===== config.mk =====
export PLATFORM = sky130hd
export DESIGN_NAME = scan_mux
export DESIGN_NICKNAME = d
export VERILOG_FILES = /design/src/rtl/scan_mux.sv
export SDC_FILE = /design/constraint.sdc
export NUM_CORES = 1
export LEC_CHECK = 0
export BUFFER_PORTS_ARGS = -buffer_cell sky130_fd_sc_hd__buf_4
export CORE_MARGIN = 3
export CORE_UTILIZATION = 54
export CTS_CLUSTER_DIAMETER = 200
export DETAILED_ROUTE_END_ITERATION = 16
export HOLD_SLACK_MARGIN = 0.12
export PLACE_DENSITY = 0.8
export SLEW_MARGIN = 20
export SYNTH_ARGS = -nofsm -noshare
export SYNTH_HDL_FRONTEND = slang
export SYNTH_SLANG_ARGS = --single-unit
export TNS_END_PERCENT = 20

===== constraint.sdc =====
create_clock -name clk -period 2.55 [get_ports clk]
set_input_delay 0.1275 -clock clk [delete_from_list [all_inputs] [get_ports clk]]
set_output_delay 0.1275 -clock clk [all_outputs]
set_load 0.01 [all_outputs]

===== src/rtl/scan_mux.sv =====
// Purpose: registered channel selector with a live mode (static select) and a round-robin scan mode with a valid/ready handshake and programmable dwell.
// Latency: one clock from data_i/sel_i to out_o in live mode; in scan mode a sample appears one clock after its SAMPLE cycle.
// Backpressure: out_o/chan_o are held while out_valid_o && !out_ready_i in scan mode; out_ready_i is ignored in live mode.
module scan_mux #(
    parameter int CHANNELS = 16,
    parameter int WIDTH    = 1,
    parameter int SEL_W    = 4,
    parameter int DWELL_W  = 8
) (
    input  logic                      clk,
    input  logic                      rst_n,
    input  logic [CHANNELS*WIDTH-1:0] data_i,
    input  logic                      mode_i,
    input  logic [SEL_W-1:0]          sel_i,
    input  logic [DWELL_W-1:0]        dwell_i,
    input  logic                      start_i,
    input  logic                      stop_i,
    output logic [WIDTH-1:0]          out_o,
    output logic                      out_valid_o,
    input  logic                      out_ready_i,
    output logic [SEL_W-1:0]          chan_o,
    output logic                      wrap_o,
    output logic                      sel_err_o,
    output logic                      busy_o
);

    typedef enum logic [2:0] {
        IDLE    = 3'd0,
        LIVE    = 3'd1,
        SAMPLE  = 3'd2,
        PRESENT = 3'd3,
        DWELL   = 3'd4
    } state_t;

    // Compare in one extra bit so CHANNELS == 2**SEL_W does not overflow.
    localparam logic [SEL_W:0] CH_LIM = (SEL_W + 1)'(CHANNELS);
    localparam logic [SEL_W-1:0] LAST_IDX = SEL_W'(CHANNELS - 1);

    state_t               state;
    logic [SEL_W-1:0]     idx;
    logic [DWELL_W-1:0]   cnt;
    logic                 stop_lat;

    logic [WIDTH-1:0]     live_dat;
    logic [WIDTH-1:0]     scan_dat;
    logic                 live_bad;
    logic                 idx_last;
    logic [SEL_W-1:0]     idx_next;

    // Channel pick for both select sources; an out-of-range select yields zero instead of X.
    always_comb begin
        live_dat = '0;
        scan_dat = '0;
        for (int k = 0; k < CHANNELS; k++) begin
            if (sel_i == SEL_W'(k)) live_dat = data_i[k*WIDTH +: WIDTH];
            if (idx == SEL_W'(k))   scan_dat = data_i[k*WIDTH +: WIDTH];
        end
    end

    assign live_bad = ({1'b0, sel_i} >= CH_LIM);
    assign idx_last = (idx == LAST_IDX);
    assign idx_next = idx_last ? '0 : idx + SEL_W'(1);
    assign busy_o   = (state == SAMPLE) || (state == PRESENT) || (state == DWELL);

    // Mode/scan state machine with all outputs registered.
    always_ff @(posedge clk or negedge rst_n) begin
        if (!rst_n) begin
            state       <= IDLE;
            idx         <= '0;
            cnt         <= '0;
            stop_lat    <= 1'b0;
            out_o       <= '0;
            out_valid_o <= 1'b0;
            chan_o      <= '0;
            wrap_o      <= 1'b0;
            sel_err_o   <= 1'b0;
        end else begin
            wrap_o <= 1'b0;
            if (state == IDLE) begin
                out_valid_o <= 1'b0;
                stop_lat    <= 1'b0;
                if (!mode_i) begin
                    state <= LIVE;
                end else if (start_i) begin
                    state <= SAMPLE;
                    idx   <= '0;
                end
            end else if (state == LIVE) begin
                if (mode_i) begin
                    state       <= IDLE;
                    out_valid_o <= 1'b0;
                    sel_err_o   <= 1'b0;
                end else begin
                    out_o       <= live_bad ? '0 : live_dat;
                    chan_o      <= sel_i;
                    out_valid_o <= 1'b1;
                    sel_err_o   <= live_bad;
                end
            end else if (!mode_i) begin
                // Leaving scan mode drops whatever sample is pending.
                state       <= IDLE;
                out_valid_o <= 1'b0;
                stop_lat    <= 1'b0;
            end else begin
                if (stop_i) stop_lat <= 1'b1;
                if (state == SAMPLE) begin
                    out_o       <= scan_dat;
                    chan_o      <= idx;
                    out_valid_o <= 1'b1;
                    state       <= PRESENT;
                end else if (state == PRESENT) begin
                    if (out_ready_i) begin
                        out_valid_o <= 1'b0;
                        if (stop_lat || stop_i) begin
                            state    <= IDLE;
                            stop_lat <= 1'b0;
                        end else if (dwell_i == '0) begin
                            idx    <= idx_next;
                            wrap_o <= idx_last;
                            state  <= SAMPLE;
                        end else begin
                            cnt   <= dwell_i;
                            state <= DWELL;
                        end
                    end
                end else begin
                    // DWELL: the count loaded at accept is the number of cycles spent here.
                    if (cnt <= DWELL_W'(1)) begin
                        idx    <= idx_next;
                        wrap_o <= idx_last;
                        state  <= SAMPLE;
                    end else begin
                        cnt <= cnt - DWELL_W'(1);
                    end
                end
            end
        end
    end

endmodule


* Word-level counts from Yosys, hierarchy flattened *
Index checks and enable logic that the tools add are counted.

operators by class
  reductions and logical operators = 15
  order comparisons = 1
  $mul = 0
  muxes and demuxes = 93
  shift-type cells = 0
  div/mod/pow operators = 0
  equal/unequal tests = 52
  bitwise operators = 3
  add/sub/neg operators = 2

operators with widths
  kind                 number
  $eq 4x4->1 const B   16
  $mux 4               16
  $mux 1               60
  $mux 8               5
  $mux 3               12
  $eq 4x3->1 const B   8
  $eq 4x2->1 const B   4
  $ne 2x2->1 const B   8
  $ne 5x1->1 const B   2
  $ne 3x3->1 const B   3
  $reduce_and 9->1     1
  $eq 4x1->1 const B   2
  $le 8x1->1 const B   1
  $logic_not 4->1      2
  $logic_not 8->1      1
  $reduce_and 4->1     2
  $reduce_and 8->1     1
  $sub 8x1->8 const B  1
  $eq 3x2->1 const B   2
  $ne 6x1->1 const B   1
  $ne 6x4->1 const B   1
  $add 4x1->4 const B  1
  $reduce_bool 2->1    2
  $eq 3x1->1 const B   1
  other kinds (9)      13

storage, ports and cells
  output and inout port bits = 9
  latch bits = 0
  memories = 0
  memory bits (read-only) = 0
  bits in writable memories = 0
  word-level logic and storage cells = 174
  register bits after elaboration = 23

* Depth between registers and ports, before layout *
  depth in word-level cells = 20
  mapped depth = 8

* Worst setup path before layout *
OpenSTA, ideal clock, no wires.

  path type = register to register
  start point = register state[1]
  end point = register idx[3]
  required time = 2.470 ns
  cell stages (with the launch flop) = 9
  arrival = 1.898 ns
  buffers on the path = 1
  slack = 0.572 ns
  cell sequence = dfrtp_1 -> buf_2 -> nor3b_1 -> inv_1 -> ha_1 -> a31o_2 -> a2111oi_4 -> nand4_1 -> a2bb2oi_1

between the ends
  longest elaborated chain between the ends = 6
  elaborated cells between the ends (all ways) = 19
  classes of those cells = 10 x eq/ne; 5 x mux; 4 x reduce/logical

RTL lines
  item                      RTL line  source
  start: declaration        39        state_t state;
  start signal: assignment  68        state <= IDLE;
  start signal: assignment  83        state <= LIVE;
  start signal: assignment  85        state <= SAMPLE;
  $eq 3x2->1                111       end else if (state == PRESENT) begin
  $mux 4                    111
  $mux 4                    106       if (state == SAMPLE) begin
  $mux 4                    99        end else if (!mode_i) begin
  $mux 4                    88        end else if (state == LIVE) begin
  $mux 4                    79        if (state == IDLE) begin
  end signal: assignment    118       idx <= idx_next;
  end signal: assignment    129       idx <= idx_next;
  end: declaration          40        logic [SEL_W-1:0] idx;

Parallel ways exist; a longest one is shown, timed or not. The select of a mux whose other input is x is not followed.
A chain may end at the register's enable or synchronous reset.

* Final worst setup path *
  start point = register state[0]
  end point = register idx[3]

The elaborated chain is that of the path after synthesis.

==> out/metrics.csv <==
metric,value,unit
status,"finished, final reports clean",
final_common_cell,buf_4,
grt_pass1_vias,1689,
grt_pass1_wl,8010,um
ant_nets,0,
ios,43,
final_cell_mix,"buf_4 (46), nand2_1 (24), dfrtp_1 (23), nor2_1 (22), a21oi_1 (21)",
wl_per_cell,14.9,um
powerDensity,828,mW/mm2
pwr-share-clk,9.4,%
hpwl,3580,um
hp-class,input port to register,
ys_seq_area_share,31.6,%
dr.first_iter.drc_count,157,
cts.sinks,23,
worstPathArrival,2.36,ns
setup_tns,0,ns
rrSetupSlack,0.45,ns
gp_congestion,0.972,
die_y,64.1,um
h-tree-depth,1,
grt_use_total,24.2,%
synth_warnings,0,
synth_edf_count,0,
endpoint,idx[3],
seqPwrFrac,35.8,%
synthFlopType,dfrtp_1,
switchingPower,0.824,mW
combPwrFrac,54.8,%
drive_above_1_share,24.4,%
cts_made_buffers,3,
antenna_found_initial,0,
final.min_clock_period,2.10,ns
syn_area,0.00182,mm2
p_int,1.04,mW
wl_met3,326,um
cp.required,2.80,ns
avgSynthCellArea,8.40,um2
final_nets,304,
setup_viol,0,
met1_length,2110,um
switching_share,44.3,%
row_count,20,
critical_path.max_fanout,12,
post_drt_via_cell_ratio,5.97,
topRoutingLayerUsed,met4,
rsz0062_at_grt,false,
cts_tree,done,
crit-reg2reg-launch,state[0],
final_core_util,71.9,%
finalWirelength,4570,um
fill_cells,251,
initial_core_util,58.3,%
cts_root_buffer,clkbuf_4,
postSynthCellCount,217,
maxCapViolCount,0,
synth-seq-cells,23,
cts_resized,0,
clock_path_buffers,2,
total_power,1.86,mW
min_period_over_period,82.4,%
slew_viol_final,0,
endpoint_kind,register,
syn_to_final_growth,23.3,%
globalRouteOverflowTotal,0,
leakage,0.993,nW
first_pass_iters,4,
hold_viol,0,
reg2reg_depth,7,
r2r-end,idx[3],
holdWs,0.125,ns
die_area,0.00411,mm2
synth_nets,258,
wl_met2,2090,um
finClkSkew,0.0103,ns
crit_type,register to register,
fmax,0.476,GHz
place.port_buffers,41,
start_kind,register,
placeableCoreArea,0.00313,mm2
cp-startpoint,state[0],
drc_errors,0,
irDropWorstVdd,0.000598,V
grt_max_degree,24,
antenna_cells,0,
insertion_delay,0.32,ns
fp.dieW,64.1,um
via_count,1828,
synth_cell_types,50,
clk_pin_slew,0.14,ns
synth_async_sr_flop_share,100,%
==> cell usage after synthesis, types with 2 or more instances <==
master     instances  area [um2]
nor2_1            22        82.6
a211oi_1           3        22.5
a31o_2             2        17.5
o21ai_0           20         100
nand2_1           24        90.1
or2_2              2        12.5
nand4_1            3        18.8
mux4_1             3        78.8
dfrtp_1           23         576
a31oi_1            5        31.3
and3_1             2        12.5
a2bb2oi_1          3        26.3
mux2i_1            2        20.0
a21oi_1           21         105
nor3b_1            2        15.0
a221oi_1           2        17.5
nor3_1             6        30.0
mux2_2             2        22.5
clkbuf_1           3        11.3
nand3_1            6        30.0
nor2b_1            3        18.8
inv_1             11        41.3
buf_2              4        20.0
a22o_1             4        35.0
nor4_2             3        37.5
ha_1               7        87.6
o22ai_1            5        31.3
a21o_1             2        15.0
==> power groups by stage <==
stage	combinational, mW	sequential, mW	clock (mW)
floorplan	0.740	0.624	0
global placement	0.978	0.665	0
detailed placement	1.00	0.674	0
CTS	1.01	0.665	0.183
global route	1.15	0.696	0.197
finish	1.02	0.666	0.175
==> cells by family (layout without fill, tap and decap cells) <==
kind of cell,Yosys count,after routing,share of synthesized area [%]
and+or+nand+nor,78,78,21.3
other,1,1,0.206
adders and majority gates,7,7,4.80
AOI/OAI and AO/OA,76,76,27.5
buffers and inverters,22,67,5.63
DFF,23,23,31.6
muxes,9,9,8.51
xor gates and xnor gates,1,1,0.481
==> critical path, cell delays in order (launching register included) <==
cell and delay, ns:
dfrtp_1 0.56, nor3b_1 0.31, inv_1 0.10, ha_1 0.19, a31o_2 0.24, a2111oi_4 0.35
nand4_1 0.13, a2bb2oi_1 0.17
==> sequential cells by signal, indices dropped and copies added, names as in the netlist <==
| register | flops |
|---|---|
| out_o | 1 |
| stop_lat | 1 |
| chan_o | 4 |
| out_valid_o | 1 |
| wrap_o | 1 |
| cnt | 8 |
| state | 3 |
| idx | 4 |
==> worst min-delay path by stage <==
stage	from	to	slack, ns	cells after the start
after floorplan	rst_n	chan_o[0]	-0.17	0
after global placement	rst_n	stop_lat	0.04	1
after detailed placement	rst_n	stop_lat	0.04	1
after CTS	sel_i[2]	chan_o[2]	0.12	3
after global routing	dwell_i[5]	cnt[5]	0.13	4
final	sel_i[2]	chan_o[2]	0.12	3
==> metal layers <==
layer | track usage [%] | vias to the layer above
li1 | - | 893
met1 | 36.6 | 854
met2 | 37.0 | 75
met3 | 3.16 | 6
met4 | 5.01 | 0
met5 | 0 | -
==> layout make-up <==
cell class | instances | area [um2] | share of cell area (%)
tap | 44 | 55.1 | 2.45
timing repair buffer | 51 | 395 | 17.6
clock buffer | 3 | 22.5 | 1.00
multi-input combinational | 172 | 1140 | 50.9
inverter | 12 | 47.5 | 2.11
clock inverter | 1 | 7.51 | 0.334
sequential | 23 | 576 | 25.6
==> metrics by stage <==
step                      setup WS [ns]  area, um2  cells
final                             0.449       2250    306
after global routing              0.289       2250    306
after CTS                         0.448       2250    306
after detailed placement          0.478       2170    297
after global placement            0.546       2170    297
after floorplan                   0.572       1820    217
==> timing repair <==
item | in CTS | in global routing
hold endpoints to repair | 27 | 0
hold buffers | 5 | 0
endpoints found under the setup margin | 0 | 0
buffers inserted | 0 | 0
Power figures use the tool's default switching activity.
